<file path="src/rtl/pci_arbiter_n.sv">
// rtl/pci_arbiter_n.sv - parametrised PCI central bus arbiter
//
// Grants the shared Frame/Irdy bus to one of NUM_MASTERS initiators.
// Arbitration is fixed priority (index 0 highest) or round robin, chosen
// by Mode at each arbitration edge. A master that is granted but does not
// start a transaction within GNT_TIMEOUT cycles loses the grant.
//
// Optional build macro: ARB_PARK_EN (park the idle grant on PARK_MASTER).
//
// Ports:
//   Clk          bus clock, rising edge
//   Rst_n        asynchronous active-low reset
//   REQ_n        per-master request, active low
//   Frame, Irdy  PCI FRAME# / IRDY#, active low
//   Mode         0 = fixed priority, 1 = round robin
//   GNT_n        per-master grant, active low, registered, one-hot-low
//   Owner        index of the current or last granted master
//   Owner_valid  high while a requested grant or transaction is in progress
//   Timeout      one-cycle pulse when a grant is withdrawn by timeout

module pci_arbiter_n #(
  parameter int NUM_MASTERS = 3,
  parameter int GNT_TIMEOUT = 16,
  parameter int PARK_MASTER = 0,
  localparam int OW = (NUM_MASTERS > 2) ? $clog2(NUM_MASTERS) : 1
) (
  input  logic                   Clk,
  input  logic                   Rst_n,
  input  logic [NUM_MASTERS-1:0] REQ_n,
  input  logic                   Frame,
  input  logic                   Irdy,
  input  logic                   Mode,
  output logic [NUM_MASTERS-1:0] GNT_n,
  output logic [OW-1:0]          Owner,
  output logic                   Owner_valid,
  output logic                   Timeout
);

  if (NUM_MASTERS < 2 || NUM_MASTERS > 8 || GNT_TIMEOUT < 2 || GNT_TIMEOUT > 255 ||
      PARK_MASTER < 0 || PARK_MASTER >= NUM_MASTERS) begin : g_param_check
    $error("pci_arbiter_n: parameter out of range");
  end

  typedef enum logic [1:0] {S_IDLE, S_GRANTED, S_BUSY, S_TURN} state_t;

  state_t                 state_q, state_d;
  logic [NUM_MASTERS-1:0] gnt_q, gnt_d;
  logic [OW-1:0]          owner_q, owner_d;
  logic [OW-1:0]          last_q, last_d;
  logic                   valid_q, valid_d;
  logic                   timeout_q, timeout_d;
  logic [7:0]             cnt_q, cnt_d;

  logic [NUM_MASTERS-1:0] req;
  logic                   any_req;
  logic                   bus_idle;
  logic [OW-1:0]          win;

  assign req      = ~REQ_n;
  assign any_req  = |req;
  assign bus_idle = Frame && Irdy;

  // Winner search. Loops run from the lowest-priority candidate upward so
  // the last match written is the highest-priority requester.
  always_comb begin
    logic [OW-1:0] cur;
    win = '0;
    cur = '0;
    if (!Mode) begin
      for (int i = NUM_MASTERS - 1; i >= 0; i--) begin
        cur = OW'(i);
        if (req[cur]) win = cur;
      end
    end else begin
      for (int k = NUM_MASTERS; k >= 1; k--) begin
        cur = OW'((int'(last_q) + k) % NUM_MASTERS);
        if (req[cur]) win = cur;
      end
    end
  end

  always_comb begin
    state_d   = state_q;
    gnt_d     = gnt_q;
    owner_d   = owner_q;
    last_d    = last_q;
    valid_d   = valid_q;
    timeout_d = 1'b0;
    cnt_d     = cnt_q;
    unique case (state_q)
      S_IDLE: begin
        gnt_d = '1;
        if (any_req && bus_idle) begin
          gnt_d   = ~(NUM_MASTERS'(1) << win);
          owner_d = win;
          valid_d = 1'b1;
          cnt_d   = '0;
          state_d = S_GRANTED;
        end
`ifdef ARB_PARK_EN
        // In IDLE the grant is only ever low while parked.
        else if (!gnt_q[PARK_MASTER] && !Frame) begin
          owner_d = OW'(PARK_MASTER);
          valid_d = 1'b1;
          state_d = S_BUSY;
        end else if (!any_req && bus_idle) begin
          gnt_d = ~(NUM_MASTERS'(1) << PARK_MASTER);
        end
`endif
      end
      S_GRANTED: begin
        if (!Frame) begin
          gnt_d   = '1;
          last_d  = owner_q;
          state_d = S_BUSY;
        end else if (REQ_n[owner_q]) begin
          gnt_d   = '1;
          valid_d = 1'b0;
          state_d = S_IDLE;
        end else if (cnt_q == 8'(GNT_TIMEOUT - 1)) begin
          // A timed-out master forfeits its round-robin turn.
          gnt_d     = '1;
          valid_d   = 1'b0;
          timeout_d = 1'b1;
          last_d    = owner_q;
          state_d   = S_IDLE;
        end else begin
          cnt_d = cnt_q + 8'd1;
        end
      end
      S_BUSY: begin
        if (bus_idle) begin
          valid_d = 1'b0;
          state_d = S_TURN;
        end
      end
      S_TURN: begin
        state_d = S_IDLE;
      end
      default: begin
        gnt_d   = '1;
        valid_d = 1'b0;
        state_d = S_IDLE;
      end
    endcase
  end

  always_ff @(posedge Clk or negedge Rst_n) begin
    if (!Rst_n) begin
      state_q   <= S_IDLE;
      gnt_q     <= '1;
      owner_q   <= '0;
      last_q    <= OW'(NUM_MASTERS - 1);
      valid_q   <= 1'b0;
      timeout_q <= 1'b0;
      cnt_q     <= '0;
    end else begin
      state_q   <= state_d;
      gnt_q     <= gnt_d;
      owner_q   <= owner_d;
      last_q    <= last_d;
      valid_q   <= valid_d;
      timeout_q <= timeout_d;
      cnt_q     <= cnt_d;
    end
  end

  assign GNT_n       = gnt_q;
  assign Owner       = owner_q;
  assign Owner_valid = valid_q;
  assign Timeout     = timeout_q;

endmodule

</file>
<file path="config.mk">
export PLATFORM = sky130hd
export DESIGN_NAME = pci_arbiter_n
export DESIGN_NICKNAME = d
export VERILOG_FILES = /design/src/rtl/pci_arbiter_n.sv
export SDC_FILE = /design/constraint.sdc
export NUM_CORES = 1
export LEC_CHECK = 0
export ABC_CLOCK_PERIOD_IN_PS = 4100
export BUFFER_PORTS_ARGS = -buffer_cell sky130_fd_sc_hd__buf_2
export CAP_MARGIN = 10
export CORE_UTILIZATION = 60
export DETAILED_ROUTE_END_ITERATION = 10
export PLACE_DENSITY_LB_ADDON = 0.08
export SYNTH_ARGS = -nofsm -noshare
export SYNTH_HDL_FRONTEND = slang
export SYNTH_SLANG_ARGS = --single-unit
</file>
<file path="constraint.sdc">
create_clock -name Clk -period 4.1 [get_ports Clk]
set_input_delay 0.82 -clock Clk [delete_from_list [all_inputs] [get_ports Clk]]
set_output_delay 0.82 -clock Clk [all_outputs]
set_load 0.05 [all_outputs]
</file>
Word level (Yosys, flattened, before mapping) --
Cells that the tools add are included.
Operators by class: add/subtract/negate cells 4, bitwise logic cells 2, shifts and indexed selects 1, $lt $le $gt $ge 4, reduce and logical (&&, ||, !) cells 12, mux-type cells 44, eq/ne operators 13, divide/modulo/power cells 3
Operators by type and width (number):
- $mod A32 B3 Y32 const B | 3
- $mux W8 | 4
- $mux W2 | 15
- $pmux W8 S2 | 1
- $mux W1 | 13
- $lt A2 B3 Y1 const B | 4
- $mux W3 | 4
- $ne A2 B2 Y1 const B | 6
- $reduce_and A5 Y1 | 2
- $add A8 B1 Y8 const B | 1
- $bmux W1 S2 | 4
- $eq A8 B4 Y1 const B | 1
- $pmux W2 S4 | 1
- $add A2 B2 Y3 const B | 2
- $not A3 Y3 | 2
- $pmux W3 S2 | 1
- $reduce_and A3 Y1 | 2
- $eq A2 B2 Y1 const B | 2
- $ne A4 B4 Y1 const B | 1
- $reduce_and A2 Y1 | 2
- $add A2 B1 Y3 const B | 1
- $ne A3 B3 Y1 const B | 1
- $pmux W1 S3 | 1
- $reduce_bool A3 Y1 | 1
- other kinds (7) | 8
Storage, ports and cells: word-level logic and storage cells 90, register bits after elaboration 19, input bits 8, output and inout bits 7

Depth between registers and ports, before layout --
Gate-level depths: netlist of the first run.
word-level depth 12, mapped depth 8, depth with buffers taken out 7

Worst setup path after synthesis of the first run --
No wires, ideal clock.
path type input to register, start point input REQ_n[2], end point register cnt_q[2], cell stages on the path 7, setup slack 1.994 ns, arrival time 1.976 ns, path buffers 2, cell sequence and3_1 or3b_1 buf_2 or2_1 buf_6 o211ai_1 o31ai_1
On the way: longest elaborated chain between the ends 5, elaborated cells between the ends (all ways) 8
RTL lines:
- start: declaration | RTL line 29 | input logic [NUM_MASTERS-1:0] REQ_n,
- branches (longest 4 deep; another with $bmux W1 S2)
- $reduce_and A5 Y1 (no source line) (*)
- end signal: assignment | RTL line 164 | cnt_q <= cnt_d;
- end: declaration | RTL line 52 | logic [7:0] cnt_q, cnt_d;
Mark *: on every way between the ends. The select of a mux whose other input is x is not followed. A chain may end at the register's enable or synchronous reset.

Worst setup path in the final report of the first run --
start point input REQ_n[1], end point register cnt_q[5]
The elaborated chain is that of the path after synthesis.

==> out/summary.txt, run 1 <==
Total Neg Setup Slack: 0 ns
Fillers: 139
critical path class: primary input to flip-flop
status: completed
Post-CTS Setup Inserts: 0
worst-margin pin slew: 0.394 ns
crit path launch: REQ_n[1]
Avg WL per Cell: 14.1 um
detailed-route via count: 982
RSZ-0062 raised after global routing: no
grt met2 use: 42.2%
Max Cap Viol: 0
Max Clock Freq: 458 MHz
Reg2Reg Launch Point: cnt_q[0]
share of cells above drive strength 1: 18.7%
VDD IR-drop max: 0.488 mV
path depth of the worst reg2reg path: 6
leakage: 0.552 nW
worst hold path type: primary input to asynchronous set/reset pin
CP Launch Type: primary input
layout overhead on the synthesized area: 9.11%
Starting Density: 66.2%
Worst EP required: 4.32 ns
final antenna diode count: 0
GPL Wtd Cong: 0.851
Non-Filler Cell Area, Final: 1290 um^2
Placed Instance Area: 1260 um^2
final-report hold violation count: 0
DR pass1 iterations: 4
CTS Hold Bufs: 0
mean post-synth cell area: 9.53 um^2
GR Util met1: 35.1%
Syn Nets: 141
grt total ovfl: 0
Die Span Y: 46.4 um
width of the chip: 46.4 um
cell area after synthesis: 1180 um^2
clock root buffer: clkbuf_4
fin. max-slew vios: 0
total power: 0.760 mW
hpwl dp: 1720 um
clock period minus worst slack: 2.18 ns
grt met3 use: 6.67%
most used routing layer: met2
largest net degree at the start of global routing: 20
Synth cell types: 35
ANT nets after route: 0
post-route setup slack: 1.92 ns
Worst Setup EP: cnt_q[5]
post-CTS sizing: 0
final-report setup violation count: 0
Yosys warnings: 0
Detailed Route Iter0 Violations: 26
most common cell after layout, fill and taps aside: dfrtp_1
Cell Pwr Density: 589 nW/um^2
I/O pins: 15
sequential fraction of the synthesis area: 40.7%
leading area contributor after synthesis: dfrtp_1
Clock Sinks: 19
final worst-path cycle share: 53.3%
H-Tree Depth: 1
commonest cells after routing, fill and taps aside: dfrtp_1, buf_2, nand2_1
DP Worst Slack: 1.68 ns
die area: 2150 um^2
site row count: 15
Total Nets Final: 157
Tot GR Track Use: 26.5%
global-route wire length before repair: 4010 um
IO Port Bufs: 14
Worst Clk Skew: 0.00754 ns
R2R setup slack: 1.95 ns
Longest Clk Path Bufs: 2
clk slew on worst S/H paths: 0.10 ns
critical path endpoint category: flip-flop
initial antenna violation count: 0
Layout Utilization: 72.3%
vias in the first global route: 900
clock buffer count from CTS: 3
Yosys reg bits: 19
Post-Syn Instances: 124
crit-path max FO: 14
top-area cell type share of the netlist area: 31.8%
drt via density: 5.99
Core Area: 1780 um^2
Clock Latency Late Sink: 0.29 ns
detailed-route DRC error count: 0
top cells by area, synth: dfrtp_1, ha_1, dfstp_2, o21ai_0, nand2_1
Rel. slew slack: 73.7%
CTS tree: done
capturing point of the worst reg2reg path: cnt_q[5]
CP arrival: 2.41 ns
Post-Route WL: 2310 um
## Yosys cell counts
cell type / count
or2_1: 1
nor4_1: 2
o22a_1: 2
dfrtp_1: 15
nand2_1: 11
dfstp_2: 4
nand2b_1: 3
inv_1: 8
o221ai_1: 1
o311ai_0: 1
clkbuf_1: 1
nor2b_1: 5
o21bai_1: 2
ha_1: 9
o31ai_1: 4
a21oi_1: 6
o2111a_2: 1
or3b_1: 1
o21ai_0: 9
mux2i_1: 4
buf_6: 1
a31oi_1: 3
buf_2: 1
a21boi_0: 1
o32a_1: 1
nor2_1: 6
nand3_1: 6
or4_1: 1
nor3_1: 1
o211ai_1: 5
and3_1: 1
a21boi_1: 1
nand3b_1: 2
mux2_2: 3
nand3_2: 1
## how the worst min path moves through the flow
stage | start | end | slack (ns) | depth (start not counted)
floorplan | cnt_q[7] | cnt_q[7] | 0.45 | 1
global placement | cnt_q[7] | cnt_q[7] | 0.47 | 1
detailed placement | cnt_q[7] | cnt_q[7] | 0.49 | 1
CTS | Rst_n | Owner[0] | 0.45 | 1
global route | Rst_n | Owner[0] | 0.46 | 1
finish | Rst_n | Owner[1] | 0.43 | 1
## stage by stage
stage / std cells / hold slack (ns)
floorplan: 124 / 0.450
global placement: 160 / 0.467
detailed placement: 160 / 0.490
CTS: 164 / 0.453
global route: 164 / 0.456
finish: 164 / 0.435
## metal layers
layer,up-vias,share of wire (%),wire [um]
li1,481,-,-
met1,465,46,1070
met2,32,48,1100
met3,4,4.7,109
met4,0,1.2,27
met5,-,0,0
## flip-flops by register name, summed over array words and instances, names as in the netlist, named ones only
signal,cells
last_q,2
Timeout,1
Owner_valid,1
cnt_q,8
Owner,2
state_q,1
GNT_n,3
## where the power goes
part           total [mW]  internal (mW)  switching [mW]
clock              0.0896         0.0378          0.0518
combinational       0.383          0.140           0.243
sequential          0.287          0.240          0.0472
## final cells by class
class | count | area (um^2) | area share, %
Inverter | 8 | 30.0 | 2.33
Multi-Input combinational cell | 94 | 651 | 50.5
Timing Repair Buffer | 14 | 70.1 | 5.44
Clock buffer | 4 | 26.3 | 2.04
Sequential cell | 19 | 480 | 37.3
Tap cell | 25 | 31.3 | 2.43
## worst max-delay path: stages
cell     delay [ns]
buf_2          0.14
and3_1         0.19
o21ai_0        0.26
nand3_2        0.27
or4_1          0.57
a21oi_1        0.16
## kinds of logic after synthesis
family / after synthesis / synth area share (%)
muxes: 7 / 6.25
adders and majority gates: 9 / 9.53
and+or+nand+nor: 41 / 18.2
buffers and inverters: 11 / 4.24
DFF: 19 / 40.7
AOI/OAI and AO/OA: 37 / 21.1
(Power assumes the default switching activity.)
==> run 2: changes to the inputs <==
- ABC_CLOCK_PERIOD_IN_PS: 4100 -> 1800
- CORE_UTILIZATION: 60 -> 51
- clock period: 4.1 -> 1.8 ns (I/O delays scaled with it)
==> out/summary.txt, run 2 (synthesis gave the netlist of run 1 again) <==
Int Pwr: 1.12 mW (+170%)
global-route wire length before repair: 4450 um (+11%)
hpwl dp: 2030 um (+18%)
most common cell after layout, fill and taps aside: buf_4
Cell Pwr Density: 1330 nW/um^2 (+130%)
initial antenna violation count: 0 (unchanged)
CP Launch Type: flip-flop
CTS tree: done
Total Neg Setup Slack: -0.0148 ns (-0.0148 ns)
post-route setup slack: -0.0148 ns (-1.93 ns)
Largest Register: cnt_q
multi-input logic area: 719 um^2 (+11%)
status: complete, but fails checks
Detailed Route Iter0 Violations: 15 (-42%)
storage element area: 482 um^2 (+0.26%)
site row count: 17 (+2)
Non-Filler Cell Area, Final: 1500 um^2 (+17%)
total power: 2.00 mW (+160%)
final std cells w/o fill: 185 (+13%)
fin. max-slew vios: 0 (unchanged)
Longest Clk Path Bufs: 2 (unchanged)
crit-path max FO: 4 (-10)
ANT nets after route: 0 (unchanged)
final-report setup violation count: 1 (+1)
Die Span Y: 50.1 um (+8.1%)
drt via density: 5.62 (-6.1%)
Switching Fraction: 43.8% (-1.2 points)
I/O pins: 15 (unchanged)
Tot GR Track Use: 24.3% (-2.2 points)
DR pass1 iterations: 4 (unchanged)
die area: 2510 um^2 (+17%)
critical path endpoint category: flip-flop
Clock power frac: 11.2% (-0.6 points)
Switch Pwr: 0.878 mW (+160%)
Rel. slew slack: 71.2% (-2.5 points)
Seq pwr share: 32.3% (-5.5 points)
Worst EP required: 2.04 ns (-2.28 ns)
width of the chip: 50.1 um (+8.1%)
Fillers: 169 (+22%)
detailed-route via count: 1040 (+5.9%)
Layout Utilization: 68.6% (-3.6 points)
clock root buffer: clkbuf_4
vias in the first global route: 970 (+7.8%)
CP arrival: 2.06 ns (-0.35 ns)
final worst-path cycle share: 101%
H-Tree Depth: 1 (unchanged)
RSZ-0062 raised after global routing: yes
Placed Instance Area: 1380 um^2 (+9.3%)
Avg WL per Cell: 14.5 um (+2.9%)
Max Cap Viol: 0 (unchanged)
Clock Sinks: 19 (unchanged)
Placed Cells: 178 (+11%)
Combinational Power Share: 56.5% (+6.1 points)
GPL Wtd Cong: 0.899 (+5.6%)
grt total ovfl: 0 (unchanged)
Starting Density: 53.9% (-12 points)
final antenna diode count: 0 (unchanged)
Worst Clk Skew: 0.00443 ns (-0.00310 ns)
worst hold path type: flip-flop to flip-flop
clock buffer count from CTS: 3 (unchanged)
critical path class: flip-flop to flip-flop
clk slew on worst S/H paths: 0.11 ns (about the same)
worst-margin pin slew: 0.432 ns (+0.0378 ns)
layout overhead on the synthesized area: 27.3%
Total Nets Final: 175 (+11%)
VDD IR-drop max: 0.858 mV (+76%)
Clock Latency Late Sink: 0.30 ns (about the same)
failing checks: negative setup slack
hold_ws: 0.493 ns (+0.0577 ns)
clock period minus worst slack: 1.81 ns
detailed-route DRC error count: 0 (unchanged)
share of cells above drive strength 1: 34.4% (+16 points)
Post-Route WL: 2680 um (+16%)
largest net degree at the start of global routing: 20 (unchanged)
Max Clock Freq: 551 MHz
leakage: 0.661 nW (+20%)
commonest cells after routing, fill and taps aside: buf_4, dfrtp_1, buf_2
Core Area: 2190 um^2 (+23%)
final-report hold violation count: 0 (unchanged)
DP Worst Slack: -0.0637 ns (-1.74 ns)
IO Port Bufs: 14 (unchanged)
max reg flops: 8 (unchanged)
==> run 2: area by class of cell <==
type | instances | share of cell area, %
Tap cell | 28 | 2.33
Clock buffer | 4 | 1.75
Sequential cell | 19 | 32.0
Multi-Input combinational cell | 94 | 47.8
Inverter | 8 | 2.00
Timing Repair Buffer | 32 | 14.1
==> run 2: metal layers <==
metal | routed length, um | vias to the layer above | track usage [%] | share of wire [%]
met5 | 0 | - | 0 | 0
met4 | 33 | 0 | 8.10 | 1.2
met3 | 115 | 4 | 4.94 | 4.3
met2 | 1270 | 28 | 39.1 | 48
met1 | 1260 | 488 | 32.2 | 47
li1 | - | 520 | - | -
==> run 2: power by group through the flow <==
stage	Clock, mW	Sequential, mW	Combinational (mW)
final	0.224	0.647	1.13
after global routing	0.246	0.659	1.26
after floorplan	0	0.785	0.542
after global placement	0	0.639	0.987
after CTS	0.229	0.647	1.07
after detailed placement	0	0.649	1.02
==> run 2: worst max-delay path, stage by stage, from the launching register on <==
cell and delay, ns:
dfstp_2 0.61, ha_4 0.22, mux2_2 0.27, o221ai_2 0.15, o32a_1 0.23, buf_6 0.12, o22a_1 0.15
==> run 2: final timing paths <==
kind | startpoint | to | slack (ns) | cells past startpoint
max | last_q[1] | GNT_n[2] | -0.01 | 6
min | cnt_q[7] | cnt_q[7] | 0.49 | 1
max reg2reg | last_q[1] | GNT_n[2] | -0.01 | 6
min reg2reg | cnt_q[7] | cnt_q[7] | 0.49 | 1
max in group asynchronous | Rst_n | GNT_n[2] | 0.93 | 2
min in group asynchronous | Rst_n | state_q[0] | 0.53 | 2
==> run 2: what timing repair did <==
| action | 4_1_cts | 5_1_grt |
|---|---|---|
| hold buffers | 1 | 0 |
| pin swaps | 2 | 5 |
| gates resized for setup | 6 | 10 |
| buffers inserted | 0 | 2 |
| hold endpoints to repair | 15 | 0 |
| cloned | 0 | 0 |
| endpoints found under the setup margin | 4 | 10 |
==> run 3: changes to the inputs <==
- ABC_CLOCK_PERIOD_IN_PS: 1800 -> 1600
- CELL_PAD_IN_SITES_DETAIL_PLACEMENT: not set -> 0
- CELL_PAD_IN_SITES_GLOBAL_PLACEMENT: not set -> 1
- CORE_UTILIZATION: 51 -> 39
- REMOVE_ABC_BUFFERS: not set -> 1
- clock period: 1.8 -> 1.6 ns (I/O delays scaled with it)
==> out/summary.txt, run 3 (synthesis gave the netlist of run 1 again) <==
CP delay by family, top: compound AO/OA/AOI/OAI gates
GPL Wtd Cong: 0.798 (-11%)
layout overhead on the synthesized area: 55.8%
Core Area: 2810 um^2 (+28%)
clock period minus worst slack: 1.81 ns (-0.00803 ns)
H-Tree Depth: 1 (unchanged)
clock root buffer: clkbuf_4
sum of buffers and inverters on the critical path: 3 (+2)
Fillers: 224 (+33%)
Max Clock Freq: 553 MHz (+0.44%)
final-report hold violation count: 0 (unchanged)
Seq pwr share: 25.6% (-6.7 points)
Clock power frac: 9.5% (-1.7 points)
RSZ-0062 raised after global routing: yes
clk slew on worst S/H paths: 0.12 ns (about the same)
Avg WL per Cell: 14.2 um (-2.3%)
fin. max-slew vios: 0 (unchanged)
hpwl dp: 2210 um (+9.2%)
initial antenna violation count: 0 (unchanged)
final worst-path cycle share: 113% (+12 points)
Switch Pwr: 1.15 mW (+31%)
met2 WL: 1380 um (+8.6%)
Clock Latency Late Sink: 0.30 ns (about the same)
CTS tree: done
CP Launch Type: flip-flop
Tot GR Track Use: 21.2% (-3.1 points)
grt total ovfl: 0 (unchanged)
IO Port Bufs: 14 (unchanged)
Top Layer Used: met4
clock buffer count from CTS: 3 (unchanged)
most frequent CP cell: buf_4
share of cells above drive strength 1: 52.2% (+18 points)
worst-margin pin slew: 0.441 ns (+0.00863 ns)
Rel. slew slack: 70.6% (-0.58 points)
Post-Route WL: 3040 um (+14%)
site row count: 19 (+2)
VDD IR-drop max: 0.977 mV (+14%)
CP arrival: 2.05 ns (about the same)
post-route setup slack: -0.207 ns (-0.192 ns)
crit-path max FO: 3 (-1)
total power: 2.75 mW (+38%)
leakage: 0.851 nW (+29%)
vias in the first global route: 1158 (+19%)
CP max-delay cell: dfstp_2
failing checks: design-rule violations, negative setup slack
ANT nets after route: 0 (unchanged)
Largest Register: cnt_q
status: complete, but fails checks
met3 WL: 95 um (-17%)
Longest Clk Path Bufs: 2 (unchanged)
Worst EP required: 1.84 ns (-0.20 ns)
Cell Pwr Density: 1500 nW/um^2 (+12%)
Combinational Power Share: 64.9% (+8.4 points)
worst hold path type: primary input to asynchronous set/reset pin
critical path class: flip-flop to flip-flop
Clock Sinks: 19 (unchanged)
Int Pwr: 1.61 mW (+43%)
most common cell after layout, fill and taps aside: buf_4
largest net degree at the start of global routing: 20 (unchanged)
slowest cell delay on critical path: 0.60 ns (about the same)
Die Span Y: 57.0 um (+14%)
critical-path cell list: ha_4 -> inv_1 -> buf_4 -> a21boi_0 -> o32a_1 -> buf_4 -> o22a_1
final antenna diode count: 0 (unchanged)
Total Nets Final: 202 (+15%)
I/O pins: 15 (unchanged)
detailed-route via count: 1154 (+11%)
WL met1: 1550 um (+23%)
drt via density: 5.37 (-4.5%)
Worst Clk Skew: 0.00613 ns (+0.00169 ns)
Total Neg Setup Slack: -1.19 ns (-1.18 ns)
global-route wire length before repair: 5380 um (+21%)
Detailed Route Iter0 Violations: 64 (+49)
critical path endpoint category: flip-flop
width of the chip: 57.0 um (+14%)
detailed-route DRC error count: 2 (+2)
DP Worst Slack: -0.236 ns (-0.172 ns)
final-report setup violation count: 12 (+11)
max reg flops: 8 (unchanged)
die area: 3250 um^2 (+29%)
Starting Density: 42.1% (-12 points)
DR pass1 iterations: 7 (+3)
Switching Fraction: 41.6% (-2.2 points)
Max Cap Viol: 0 (unchanged)
commonest cells after routing, fill and taps aside: buf_4, dfrtp_1, buf_2
## run 3: cell types whose count changed in the layout (fill, tap and decap cells not counted), moves of 3 or more
cell | before | now
o21ai_1 | 1 | 4
buf_4 | 16 | 35
ha_1 | 7 | 4
o21ai_0 | 8 | 3
buf_6 | 1 | 9
## run 3: power by group through the flow
stage,Clock [mW],Combinational (mW),Sequential (mW)
floorplan,0,0.597,0.881
global placement,0,1.33,0.702
detailed placement,0,1.35,0.706
CTS,0.271,1.59,0.701
global route,0.288,1.96,0.722
finish,0.262,1.79,0.706
## run 3: metrics by stage
stage / instance area, um^2 / std cells / util [%] / hold WS, ns
2_1_floorplan: 1160 / 121 / - / 0.0244
3_3_place_gp: 1530 / 200 / 54.4 / 0.282
3_5_place_dp: 1530 / 200 / 54.4 / 0.290
4_1_cts: 1730 / 213 / 61.6 / 0.475
5_1_grt: 1840 / 215 / 65.6 / 0.517
6_report: 1840 / 215 / 65.6 / 0.470
## run 3: per-layer routing
layer	up-vias	global-route usage (%)
met2	27	32.3
met1	546	31.6
met3	2	2.04
li1	579	-
met4	0	7.32
met5	-	0
## run 3: final cells by class
| class | count | area (um^2) | area share, % |
|---|---|---|---|
| multi-input cells | 94 | 817 | 44.4 |
| flip-flops and latches | 19 | 480 | 26.1 |
| repair buffers | 59 | 444 | 24.1 |
| well taps | 31 | 38.8 | 2.11 |
| inverters | 8 | 30.0 | 1.63 |
| clock buffers | 3 | 22.5 | 1.22 |
| clock inverters | 1 | 7.51 | 0.408 |
## run 3: timing repair
item / in CTS / in global routing
setup buffers: 8 / 5
gates cloned: 0 / 0
pin swaps: 8 / 14
hold endpoints to repair: 15 / 0
endpoints found under the setup margin: 16 / 18
hold buffers: 1 / 0
gates resized for setup: 20 / 29
## run 3: path summary, 6_finish.rpt
kind / cells after the start / startpoint / endpoint / slack [ns]
max: 7 / last_q[1] / GNT_n[2] / -0.21
min: 2 / Rst_n / Owner[0] / 0.47
max reg2reg: 7 / last_q[1] / GNT_n[2] / -0.21
min reg2reg: 2 / GNT_n[0] / GNT_n[0] / 0.50
max in group asynchronous: 2 / Rst_n / GNT_n[2] / 0.79
min in group Clk: 4 / Mode / GNT_n[0] / 0.49
